$ cat config.mk
export PLATFORM = sky130hd
export DESIGN_NAME = engine_rr_scheduler
export DESIGN_NICKNAME = d
export VERILOG_FILES = /design/src/rtl/sched_pkg.sv /design/src/rtl/engine_rr_scheduler_rr_pick.sv /design/src/rtl/engine_rr_scheduler.sv
export SDC_FILE = /design/constraint.sdc
export NUM_CORES = 1
export LEC_CHECK = 0
export ABC_AREA = 1
export ABC_CLOCK_PERIOD_IN_PS = 4800
export CORE_UTILIZATION = 45
export CTS_BUF_LIST = sky130_fd_sc_hd__clkbuf_16
export DETAILED_ROUTE_END_ITERATION = 10
export GPL_TIMING_DRIVEN = 0
export PLACE_DENSITY = 0.9
export SLEW_MARGIN = 20
export SYNTH_ARGS = -nofsm -noshare
export SYNTH_HDL_FRONTEND = slang
export SYNTH_SLANG_ARGS = --single-unit
$ cat constraint.sdc
create_clock -name clk -period 4.8 [get_ports clk]
set_input_delay 0.96 -clock clk [delete_from_list [all_inputs] [get_ports clk]]
set_output_delay 0.96 -clock clk [all_outputs]
set_load 0.02 [all_outputs]
$ cat src/rtl/sched_pkg.sv
// Shared definitions for the round-robin engine scheduler: FSM encoding,
// default watchdog limit and an index-width helper.
package sched_pkg;

    typedef enum logic [2:0] {
        ST_IDLE    = 3'd0,
        ST_GRANT   = 3'd1,
        ST_ISSUE   = 3'd2,
        ST_WAIT    = 3'd3,
        ST_RELEASE = 3'd4
    } sched_state_t;

    localparam int unsigned TMO_LIMIT_DEF = 992;

    // Width needed to index n items; never less than one bit.
    function automatic int unsigned clog2(input int unsigned n);
        int unsigned r;
        r = 0;
        while ((32'd1 << r) < n) r++;
        return (r == 0) ? 32'd1 : r;
    endfunction

endpackage

$ cat src/rtl/engine_rr_scheduler_rr_pick.sv
// Combinational round-robin picker: first asserted request at or after ptr,
// wrapping from the top index back to zero.
module rr_pick
    import sched_pkg::*;
#(
    parameter int unsigned NREQ = 4,
    parameter int unsigned OW   = clog2(NREQ)
) (
    input  logic [NREQ-1:0] req,
    input  logic [OW-1:0]   ptr,
    output logic            valid,
    output logic [OW-1:0]   idx
);

    // Scan from the farthest offset down so the nearest request overwrites last.
    always_comb begin
        valid = |req;
        idx   = '0;
        for (int unsigned i = NREQ; i > 0; i--) begin
            if (req[(32'(ptr) + i - 1) % NREQ]) begin
                idx = OW'((32'(ptr) + i - 1) % NREQ);
            end
        end
    end

endmodule

$ cat src/rtl/engine_rr_scheduler.sv
// Round-robin scheduler sharing one two-operand engine between NREQ requesters,
// with operand capture, one-cycle start, done/watchdog completion and release.
module engine_rr_scheduler
    import sched_pkg::*;
#(
    parameter int unsigned NREQ      = 4,
    parameter int unsigned DW        = 8,
    parameter int unsigned TW        = 10,
    parameter int unsigned TMO_LIMIT = TMO_LIMIT_DEF
) (
    input  logic               clk,
    input  logic               rst,
    input  logic               en,
    input  logic [NREQ-1:0]    req,
    input  logic [NREQ*DW-1:0] req_opa,
    input  logic [NREQ*DW-1:0] req_opb,
    output logic [NREQ-1:0]    gnt,
    output logic               eng_start,
    output logic [DW-1:0]      eng_opa,
    output logic [DW-1:0]      eng_opb,
    input  logic               eng_done,
    output logic [NREQ-1:0]    cmp_done,
    output logic               tmo,
    output logic [2:0]         tmo_id,
    output logic               busy
);

    localparam int unsigned OW = clog2(NREQ);

    sched_state_t    state, state_nxt;
    logic [OW-1:0]   owner, owner_nxt;
    logic [OW-1:0]   rr_ptr, ptr_nxt;
    logic [TW-1:0]   wdog, wdog_nxt;
    logic            pend, pend_nxt;
    logic            pick_valid;
    logic [OW-1:0]   pick_idx;
    logic [NREQ-1:0] owner_oh;
    logic [NREQ-1:0] gnt_nxt, cmp_nxt;
    logic            start_nxt, tmo_nxt;
    logic [2:0]      tmoid_nxt;
    logic [DW-1:0]   opa_nxt, opb_nxt;

    rr_pick #(.NREQ(NREQ), .OW(OW)) u_pick (
        .req   (req),
        .ptr   (rr_ptr),
        .valid (pick_valid),
        .idx   (pick_idx)
    );

    assign owner_oh = NREQ'(1) << owner;
    assign busy     = (state != ST_IDLE);

    // Pulses default low every clock, so a disabled cycle can never stretch one.
    always_comb begin
        state_nxt = state;
        owner_nxt = owner;
        ptr_nxt   = rr_ptr;
        wdog_nxt  = wdog;
        pend_nxt  = pend;
        gnt_nxt   = '0;
        start_nxt = 1'b0;
        cmp_nxt   = '0;
        tmo_nxt   = 1'b0;
        tmoid_nxt = tmo_id;
        opa_nxt   = eng_opa;
        opb_nxt   = eng_opb;
        if (!en) begin
            if (state == ST_WAIT && eng_done) pend_nxt = 1'b1;
        end else begin
            unique case (state)
                ST_IDLE: begin
                    if (pick_valid) begin
                        owner_nxt = pick_idx;
                        state_nxt = ST_GRANT;
                    end
                end
                ST_GRANT: begin
                    if (req[owner]) begin
                        gnt_nxt   = owner_oh;
                        opa_nxt   = req_opa[int'(owner)*DW +: DW];
                        opb_nxt   = req_opb[int'(owner)*DW +: DW];
                        state_nxt = ST_ISSUE;
                    end else begin
                        state_nxt = ST_IDLE;
                    end
                end
                ST_ISSUE: begin
                    start_nxt = 1'b1;
                    wdog_nxt  = '0;
                    state_nxt = ST_WAIT;
                end
                ST_WAIT: begin
                    pend_nxt = 1'b0;
                    if (wdog != '1) wdog_nxt = wdog + 1'b1;
                    if (eng_done || pend) begin
                        cmp_nxt   = owner_oh;
                        state_nxt = ST_RELEASE;
                    end else if (wdog == TW'(TMO_LIMIT - 1)) begin
                        tmo_nxt   = 1'b1;
                        tmoid_nxt = 3'(owner);
                        state_nxt = ST_RELEASE;
                    end
                end
                ST_RELEASE: begin
                    ptr_nxt   = (owner == OW'(NREQ - 1)) ? '0 : owner + 1'b1;
                    opa_nxt   = '0;
                    opb_nxt   = '0;
                    state_nxt = ST_IDLE;
                end
                default: state_nxt = ST_IDLE;
            endcase
        end
    end

    always_ff @(posedge clk) begin
        if (rst) begin
            state     <= ST_IDLE;
            owner     <= '0;
            rr_ptr    <= '0;
            wdog      <= '0;
            pend      <= 1'b0;
            gnt       <= '0;
            eng_start <= 1'b0;
            eng_opa   <= '0;
            eng_opb   <= '0;
            cmp_done  <= '0;
            tmo       <= 1'b0;
            tmo_id    <= '0;
        end else begin
            state     <= state_nxt;
            owner     <= owner_nxt;
            rr_ptr    <= ptr_nxt;
            wdog      <= wdog_nxt;
            pend      <= pend_nxt;
            gnt       <= gnt_nxt;
            eng_start <= start_nxt;
            eng_opa   <= opa_nxt;
            eng_opb   <= opb_nxt;
            cmp_done  <= cmp_nxt;
            tmo       <= tmo_nxt;
            tmo_id    <= tmoid_nxt;
        end
    end

endmodule

* After elaboration in Yosys (flattened, before gate mapping) *
Index checks and enable logic that the tools add are counted.
W data, S select, Z words.

word-level totals
  input bits = 72
  logic and storage cells = 97
  register bits after elaboration = 46

operators by class
  order comparisons = 5
  add/sub/neg operators = 10
  reduce and logical (&&, ||, !) cells = 19
  mux-type cells = 31
  bitwise gates (word level) = 5
  shifts and indexed selects = 3
  eq/ne operators = 12

operators with widths
  cell                     count
  $shiftx A32 B6 Y8        2
  $pmux W8 S2              2
  $pmux W10 S2             1
  $mux W8                  2
  $reduce_or A4 Y1         4
  $lt A2 B3 Y1 const B     5
  $mux W2                  6
  $pmux W3 S4              1
  $reduce_and A3 Y1        4
  $add A10 B1 Y10 const B  1
  $bmux W1 S2              5
  $eq A10 B10 Y1 const B   1
  $mux W1                  10
  $mux W10                 1
  $ne A10 B10 Y1 const B   1
  $mux W3                  3
  $sub A2 B1 Y2 const B    4
  $add A2 B1 Y2 const B    3
  $eq A3 B2 Y1 const B     2
  $reduce_bool A2 Y1       3
  $not A1 Y1               5
  $add A2 B2 Y2 const B    2
  $ne A2 B1 Y1 const B     2
  $ne A2 B2 Y1 const B     2
  other kinds (12)         13

* Depth between registers and ports, before layout *
Gate-level depths: netlist of the first run.

  depth after elaboration = 8
  depth in mapped cells = 12
  mapped depth without buffers = 12

* Cells and area by module *
Synthesis of the first run repeated with hierarchy kept, for this count alone.

unflattened totals
  cells, all modules = 412
  area total of the unflattened synthesis = 2648.8 sq um

modules (own cells, without submodules)
  module               cells an instance  area each (sq um)  times used
  engine_rr_scheduler  366                2459.9             1
  rr_pick              46                 188.9              1

* Worst setup path before layout of the first run *
OpenSTA, ideal clock, no wires.

  path kind = input -> register
  from = in req[1]
  to = reg eng_opb[2]
  stages on the path = 7
  library setup time = 0.067 ns
  buffers on the path = 1
  arrival = 1.816 ns
  slack = 2.917 ns
  required time = 4.733 ns
  cells stage by stage = nand2_1 -> nand3_1 -> nand2_1 -> a211oi_4 -> buf_4 -> nand2_1 -> a21oi_2

between the ends
  word-level cells in the longest chain between the ends = 4

RTL lines
  what                                line                        RTL
  start: declaration                  engine_rr_scheduler.sv:14   input logic [NREQ-1:0] req,
  $bmux W1 S2                         engine_rr_scheduler.sv:78   if (req[owner]) begin
  $mux W1 (implied by the code)       engine_rr_scheduler.sv:78
  $ne A2 B2 Y1 (no source line)       --
  $reduce_and A3 Y1 (no source line)  --
  end signal: assignment              engine_rr_scheduler.sv:138  eng_opb <= opb_nxt;
  end: declaration                    engine_rr_scheduler.sv:20   output logic [DW-1:0] eng_opb,

Every way passes these cells. The select of a mux whose other input is x is not followed.
A chain may end at the register's enable or synchronous reset.

* Worst setup path in the final report of the first run *
  from = reg state[2]
  to = out busy

between the ends
  word-level cells in the longest chain between the ends = 1

RTL lines
  what                      line                        RTL
  start: declaration        engine_rr_scheduler.sv:30   sched_state_t state, state_nxt;
  start signal: assignment  engine_rr_scheduler.sv:130  state <= state_nxt;
  $reduce_bool A3 Y1        engine_rr_scheduler.sv:51   assign busy = (state != ST_IDLE);
  end: declaration          engine_rr_scheduler.sv:25   output logic busy

Every way passes these cells.

==> results.json, run 1 <==
{
  "first_global_vias": 3066,
  "dr_total_vias": 3114,
  "synth.top_cell.area_share": 0.358,
  "finalWeightedCongestion": 0.914,
  "yosysSeqAreaShare": 0.358,
  "synth_fa_ha_area_frac": 0.0243,
  "synth_compound_gate_area_share": 0.223,
  "tightest_slew_ns": 0.564,
  "totalNegativeSetupSlack_ns": 0,
  "path_class": "register to output port",
  "ys_seq_elements": 46,
  "setup_violation_total_in_the_final_timing_report": 0,
  "cts-root-to-sink-buffers": 2,
  "netlist-cell-type-count": 29,
  "worst_ep_arrival_time_ns": 1.62,
  "post-route-period-util": 0.537,
  "postSynthCellCount": 389,
  "cts_buffers": 5,
  "grt_antenna_before_repair": 0,
  "min_delay_path_depth": 2,
  "finish.instance_area_sq_mm": 0.00380,
  "critPathLaunchType": "register",
  "yosys-mux-area-fraction": 0,
  "n_antenna_cell": 0,
  "skew_ns": 0.00218,
  "postSynthAreaPerCell_sq_um": 6.61,
  "dieWidth_um": 77.6,
  "timing_max_transition_violations_final": 0,
  "fmax_ghz": 0.388,
  "kind_of_path_behind_the_tightest_hold_check": "register to register",
  "first_pass_grt_wire_length_mm": 13.1,
  "yosys_warnings": 0,
  "grtUsageTotal": 0.276,
  "share_of_post_route_cells_with_drive_strength_above_1": 0.0563,
  "dp.final_hpwl_mm": 5.87,
  "pin_count": 102,
  "synth.largest_area_cell": "sky130_fd_sc_hd__dfxtp_1",
  "reg2reg_setup_slack_ns": 2.86,
  "grt_max_degree": 14,
  "critical_path.max_fanout": 4,
  "fin_total_pwr_mw": 0.945,
  "timing.final.hold_violations": 0,
  "antenna_left": 0,
  "nNetsFinal": 573,
  "worst_hold_path.endpoint": "eng_opa[4]$_SDFFE_PP0P_",
  "drtPass1Iterations": 5,
  "timing.critical_path.required_ns": 3.84,
  "average_via_count_per_standard_cell": 5.47,
  "floorplan.initialDensity": 0.467,
  "grt_setup_unrepaired": "no",
  "synth.top_cells.by_area": "sky130_fd_sc_hd__dfxtp_1 (36%), sky130_fd_sc_hd__nand2_1 (12%), sky130_fd_sc_hd__o21ai_0 (8.8%)",
  "syn_to_final_growth_pct": 47.8,
  "critPathCaptureType": "output port",
  "cts_hold_repair.buffers": 0,
  "placementRows": 27,
  "postLayoutCoreUtil": 0.690,
  "timing.reg2reg.worst_path_depth": 11,
  "drc": 0,
  "worst_reg2reg_endpoint": "wdog[5]$_SDFFE_PP0P_",
  "cts.htree.levels": 2,
  "dominant_combinational_cell_family_by_area_after_synthesis": "simple AND/OR/NAND/NOR gates",
  "clkSlewWorstSetupHoldPaths_ns": 0.06,
  "routed_wl_mm": 7.88,
  "syn-num-nets": 466,
  "total_leakage_power_nw": 1.45,
  "cts-root-buf": "sky130_fd_sc_hd__clkbuf_16",
  "yosys.area_share.xor_xnor": 0.00341,
  "max_slew_margin": 0.624,
  "crit-reg2reg-launch": "wdog[0]$_SDFFE_PP0P_",
  "die_area_sq_mm": 0.00602,
  "cts.repair.resized": 0,
  "grt-ovfl-total": 0,
  "cap_violations": 0,
  "period_minus_slack_ns": 2.58,
  "hp-start": "eng_opa[4]$_SDFFE_PP0P_",
  "cts_tree": "built",
  "first_iter_violations": 188,
  "detail_route.wl_per_cell_um": 13.8,
  "outcome": "completed",
  "cts.sink_count": 46,
  "syn-cell-area_sq_mm": 0.00257,
  "die_h_um": 77.6,
  "clock_latency_ns": 0.28,
  "numPortBuffers": 100,
  "area_fraction_in_and_or_nand_and_nor_cells_after_synthesis": 0.295,
  "worst_ir_drop_on_vdd_mv": 0.139,
  "fp.coreArea_sq_mm": 0.00551,
  "placed_cell_area_sq_mm": 0.00366,
  "cts_setup_buffers": 0,
  "powerDensity_mw_per_mm2": 249
}
## sequential cells by signal, summed over array words and instances (netlist names)
signal     cells
eng_opb        8
wdog          10
pend           1
gnt            4
rr_ptr         2
tmo_id         2
eng_opa        8
eng_start      1
cmp_done       4
owner          2
state          3
tmo            1
## worst max path at each step
stage,start,to,slack (ns),cells past startpoint
global route,state[2]$_SDFFE_PP0P_,busy,2.11,5
CTS,state[0]$_SDFFE_PP0P_,busy,2.22,5
detailed placement,en,eng_opb[2]$_SDFFE_PP0P_,1.99,6
global placement,en,eng_opb[2]$_SDFFE_PP0P_,2.02,6
floorplan,req[1],eng_opb[2]$_SDFFE_PP0P_,2.92,7
finish,state[2]$_SDFFE_PP0P_,busy,2.22,5
## cell usage in the layout, fill, tap and decap left out, types with 2 or more instances in the layout
cell and n:
sky130_fd_sc_hd__ha_1 5, sky130_fd_sc_hd__a21oi_2 2, sky130_fd_sc_hd__inv_1 34, sky130_fd_sc_hd__buf_4 3, sky130_fd_sc_hd__nand2_1 84, sky130_fd_sc_hd__a21oi_1 32
sky130_fd_sc_hd__clkdlybuf4s50_1 100, sky130_fd_sc_hd__nor2_1 57, sky130_fd_sc_hd__dfxtp_1 46, sky130_fd_sc_hd__clkbuf_16 5, sky130_fd_sc_hd__nand4_1 8, sky130_fd_sc_hd__or2_2 4
sky130_fd_sc_hd__nand3_1 19, sky130_fd_sc_hd__buf_2 2, sky130_fd_sc_hd__o22ai_1 16, sky130_fd_sc_hd__nor4_1 2, sky130_fd_sc_hd__nor3_1 6, sky130_fd_sc_hd__o21ai_0 45
sky130_fd_sc_hd__buf_6 3, sky130_fd_sc_hd__clkbuf_1 11
## stage by stage
stage / hold slack (ns) / std cells / worst slack, ns
4_1_cts: 0.462 / 569 / 2.22
5_1_grt: 0.487 / 569 / 2.11
3_5_place_dp: 0.455 / 561 / 1.99
3_3_place_gp: 0.445 / 561 / 2.02
2_1_floorplan: 0.442 / 389 / 2.92
6_report: 0.463 / 569 / 2.22
## final cells by class
cell class	count	area [sq um]
repair buffers	100	1000
clock buffers	5	125
well taps	72	90.1
flip-flops and latches	46	921
multi-input cells	289	1410
plain buffers	19	108
inverters	35	136
fillers	452	1710
clock inverters	3	12.5
## worst max-delay path, stage by stage (launching register included)
cell	delay, ns
sky130_fd_sc_hd__dfxtp_1	0.39
sky130_fd_sc_hd__nor2_1	0.07
sky130_fd_sc_hd__inv_1	0.12
sky130_fd_sc_hd__nor2_1	0.07
sky130_fd_sc_hd__inv_1	0.08
sky130_fd_sc_hd__clkdlybuf4s50_1	0.60
## synthesized netlist by cell type (all sizes together)
cell type,instances
nand2,84
nor2,58
dfxtp,46
o21ai,46
a21oi,35
inv,34
nand3,19
o22ai,16
clkbuf,11
buf,8
nand4,8
nor3,7
ha,5
or2,4
nor4,2
a211oi,1
a221oi,1
a31o,1
clkinv,1
conb,1
xor2,1
## layer usage
metal  global-route usage  up-vias  part of all wire
met2                0.509      158              0.51
met5                    0        -                 0
met4                0.121        0             0.023
met3               0.0706       24             0.087
met1                0.293     1435              0.38
li1                     -     1497                 -
## logic make-up after synthesis
| kind of cell | Yosys count |
|---|---|
| and+or+nand+nor | 182 |
| AOI/OAI and AO/OA | 100 |
| buffers and inverters | 54 |
| DFF | 46 |
| adders and majority gates | 5 |
| xor gates and xnor gates | 1 |
| other | 1 |
## report_power, final
part	switching (mW)	leakage [nW]	internal [mW]	total, mW
combinational	0.112	1.01	0.106	0.218
sequential	0.00960	0.372	0.391	0.401
clock	0.138	0.0724	0.188	0.326
total	0.260	1.45	0.685	0.945
No activity file was read; power rests on OpenSTA's default activity.
==> run 2: changes to the inputs <==
Settings changed: ABC_CLOCK_PERIOD_IN_PS 4800 to 2700, CORE_UTILIZATION 45 to 44, PLACE_DENSITY 0.9 to 0.88.
Clock period 4.8 ns to 2.7 ns, I/O delays scaled along.
==> run 2 against run 1 <==
Compared with the run above:
- critical path depth did not move
- highest routed layer unchanged
- non-clock buffer count did not move
- cell area rose by 0.76%
- hold slack got worse by 0.0021 ns
==> results.json, run 2 (same netlist as run 1, synthesis figures left out) <==
{
  "outcome": "completed",
  "fin_total_pwr_mw": 1.79,
  "most_common_cell_after_layout_fill_and_taps_aside": "sky130_fd_sc_hd__clkdlybuf4s50_1",
  "tightest_slew_ns": 0.569,
  "cts-root-to-sink-buffers": 2,
  "worst_ir_drop_on_vdd_mv": 0.253,
  "grt_use_met1": 0.303,
  "dp.final_hpwl_mm": 5.85,
  "cts.sink_count": 46,
  "max_slew_margin": 0.620,
  "largest_reg_flops": 10,
  "fmax_ghz": 0.465,
  "fill_cells": 476,
  "path_class": "register to output port",
  "clock_latency_ns": 0.29,
  "worst_ep_arrival_time_ns": 1.61,
  "placementRows": 27,
  "die_area_sq_mm": 0.00615,
  "cts_hold_repair.buffers": 0,
  "critPathLaunchType": "register",
  "grt_setup_unrepaired": "no",
  "most_flops_register": "wdog",
  "cts_tree": "built",
  "final.hold.worst_slack_ns": 0.461,
  "finalWorstSetupSlack_ns": 0.550,
  "finish.instance_area_sq_mm": 0.00383,
  "grt-ovfl-total": 0,
  "numPlacedInstances": 561,
  "grt_antenna_before_repair": 0,
  "grtUsageTotal": 0.262,
  "timing_max_transition_violations_final": 0,
  "clkSlewWorstSetupHoldPaths_ns": 0.06,
  "floorplan.initialDensity": 0.461,
  "totalNegativeSetupSlack_ns": 0,
  "cts.htree.levels": 2,
  "numPortBuffers": 100,
  "dieWidth_um": 78.4,
  "cts_setup_buffers": 0,
  "registers_with_the_highest_flip_flop_counts": "wdog: 10 flops, eng_opa: 8 flops, eng_opb: 8 flops",
  "antenna_left": 0,
  "finalWeightedCongestion": 0.863,
  "kind_of_path_behind_the_tightest_hold_check": "register to register",
  "setup_violation_total_in_the_final_timing_report": 0,
  "nNetsFinal": 573,
  "dr_total_vias": 3064,
  "skew_ns": 0.00413,
  "period_minus_slack_ns": 2.15,
  "grt_use_met3": 0.0686,
  "first_pass_grt_wire_length_mm": 12.7,
  "detail_route.wl_per_cell_um": 13.6,
  "cts.repair.resized": 0,
  "drtPass1Iterations": 5,
  "die_h_um": 78.4,
  "stdcell_count": 569,
  "first_iter_violations": 165,
  "total_leakage_power_nw": 1.46,
  "cts-root-buf": "sky130_fd_sc_hd__clkbuf_16",
  "grt_use_met2": 0.465,
  "layout_common_cells": "sky130_fd_sc_hd__clkdlybuf4s50_1 (100), sky130_fd_sc_hd__nand2_1 (84), sky130_fd_sc_hd__nor2_1 (57)",
  "grt_max_degree": 15,
  "post-place-ws_ns": 0.323,
  "n_antenna_cell": 0,
  "postLayoutCoreUtil": 0.687,
  "powerDensity_mw_per_mm2": 468,
  "critPathCaptureType": "output port",
  "fp.coreArea_sq_mm": 0.00557,
  "pin_count": 102,
  "cap_violations": 0,
  "post-route-period-util": 0.796,
  "first_global_vias": 2844,
  "syn_to_final_growth_pct": 48.9,
  "timing.final.hold_violations": 0,
  "timing.critical_path.required_ns": 2.16,
  "placed_cell_area_sq_mm": 0.00366,
  "average_via_count_per_standard_cell": 5.38,
  "drc": 0,
  "grt.busiest_layer": "met2",
  "cts_buffers": 5,
  "routed_wl_mm": 7.75,
  "critical_path.max_fanout": 5,
  "share_of_post_route_cells_with_drive_strength_above_1": 0.0584
}
==> run 2: changes by cell type in the layout (fill, tap and decap cells not counted), sizes merged <==
cell | before | now
clkinv | 3 | 1
bufinv | 0 | 1
clkinvlp | 0 | 1
==> run 2: layout make-up <==
class | count | area (sq um) | area share
Timing Repair Buffer | 100 | 1000 | 0.261
Inverter | 35 | 136 | 0.0356
Clock buffer | 5 | 125 | 0.0327
Tap cell | 72 | 90.1 | 0.0235
Buffer | 19 | 108 | 0.0281
Sequential cell | 46 | 921 | 0.241
Clock inverter | 3 | 41.3 | 0.0108
Multi-Input combinational cell | 289 | 1410 | 0.367
==> run 2: power breakdown <==
group | total [mW] | switching (mW) | internal (mW)
combinational | 0.385 | 0.197 | 0.188
clock | 0.696 | 0.263 | 0.433
sequential | 0.712 | 0.0172 | 0.695
total | 1.79 | 0.477 | 1.32
==> run 2: worst paths after layout <==
check        slack (ns)  cells past startpoint                      end               startpoint
min reg2reg        0.46                      2  eng_opb[0]$_SDFFE_PP0P_  eng_opb[0]$_SDFFE_PP0P_
max                0.55                      5                     busy    state[0]$_SDFFE_PP0P_
max reg2reg        0.77                     11     wdog[5]$_SDFFE_PP0P_     wdog[0]$_SDFFE_PP0P_
min                0.46                      2  eng_opb[0]$_SDFFE_PP0P_  eng_opb[0]$_SDFFE_PP0P_
==> run 2: critical path, cell delays in order (launching register included) <==
cell	delay [ns]
sky130_fd_sc_hd__dfxtp_1	0.40
sky130_fd_sc_hd__nor2_1	0.06
sky130_fd_sc_hd__inv_1	0.11
sky130_fd_sc_hd__nor2_1	0.07
sky130_fd_sc_hd__inv_1	0.08
sky130_fd_sc_hd__clkdlybuf4s50_1	0.60
==> run 2: layer usage <==
layer / wire, um / up-vias / part of all wire
met5: 0 / - / 0
li1: - / 1500 / -
met4: 161 / 0 / 0.021
met3: 681 / 18 / 0.088
met2: 3860 / 156 / 0.50
met1: 3050 / 1390 / 0.39
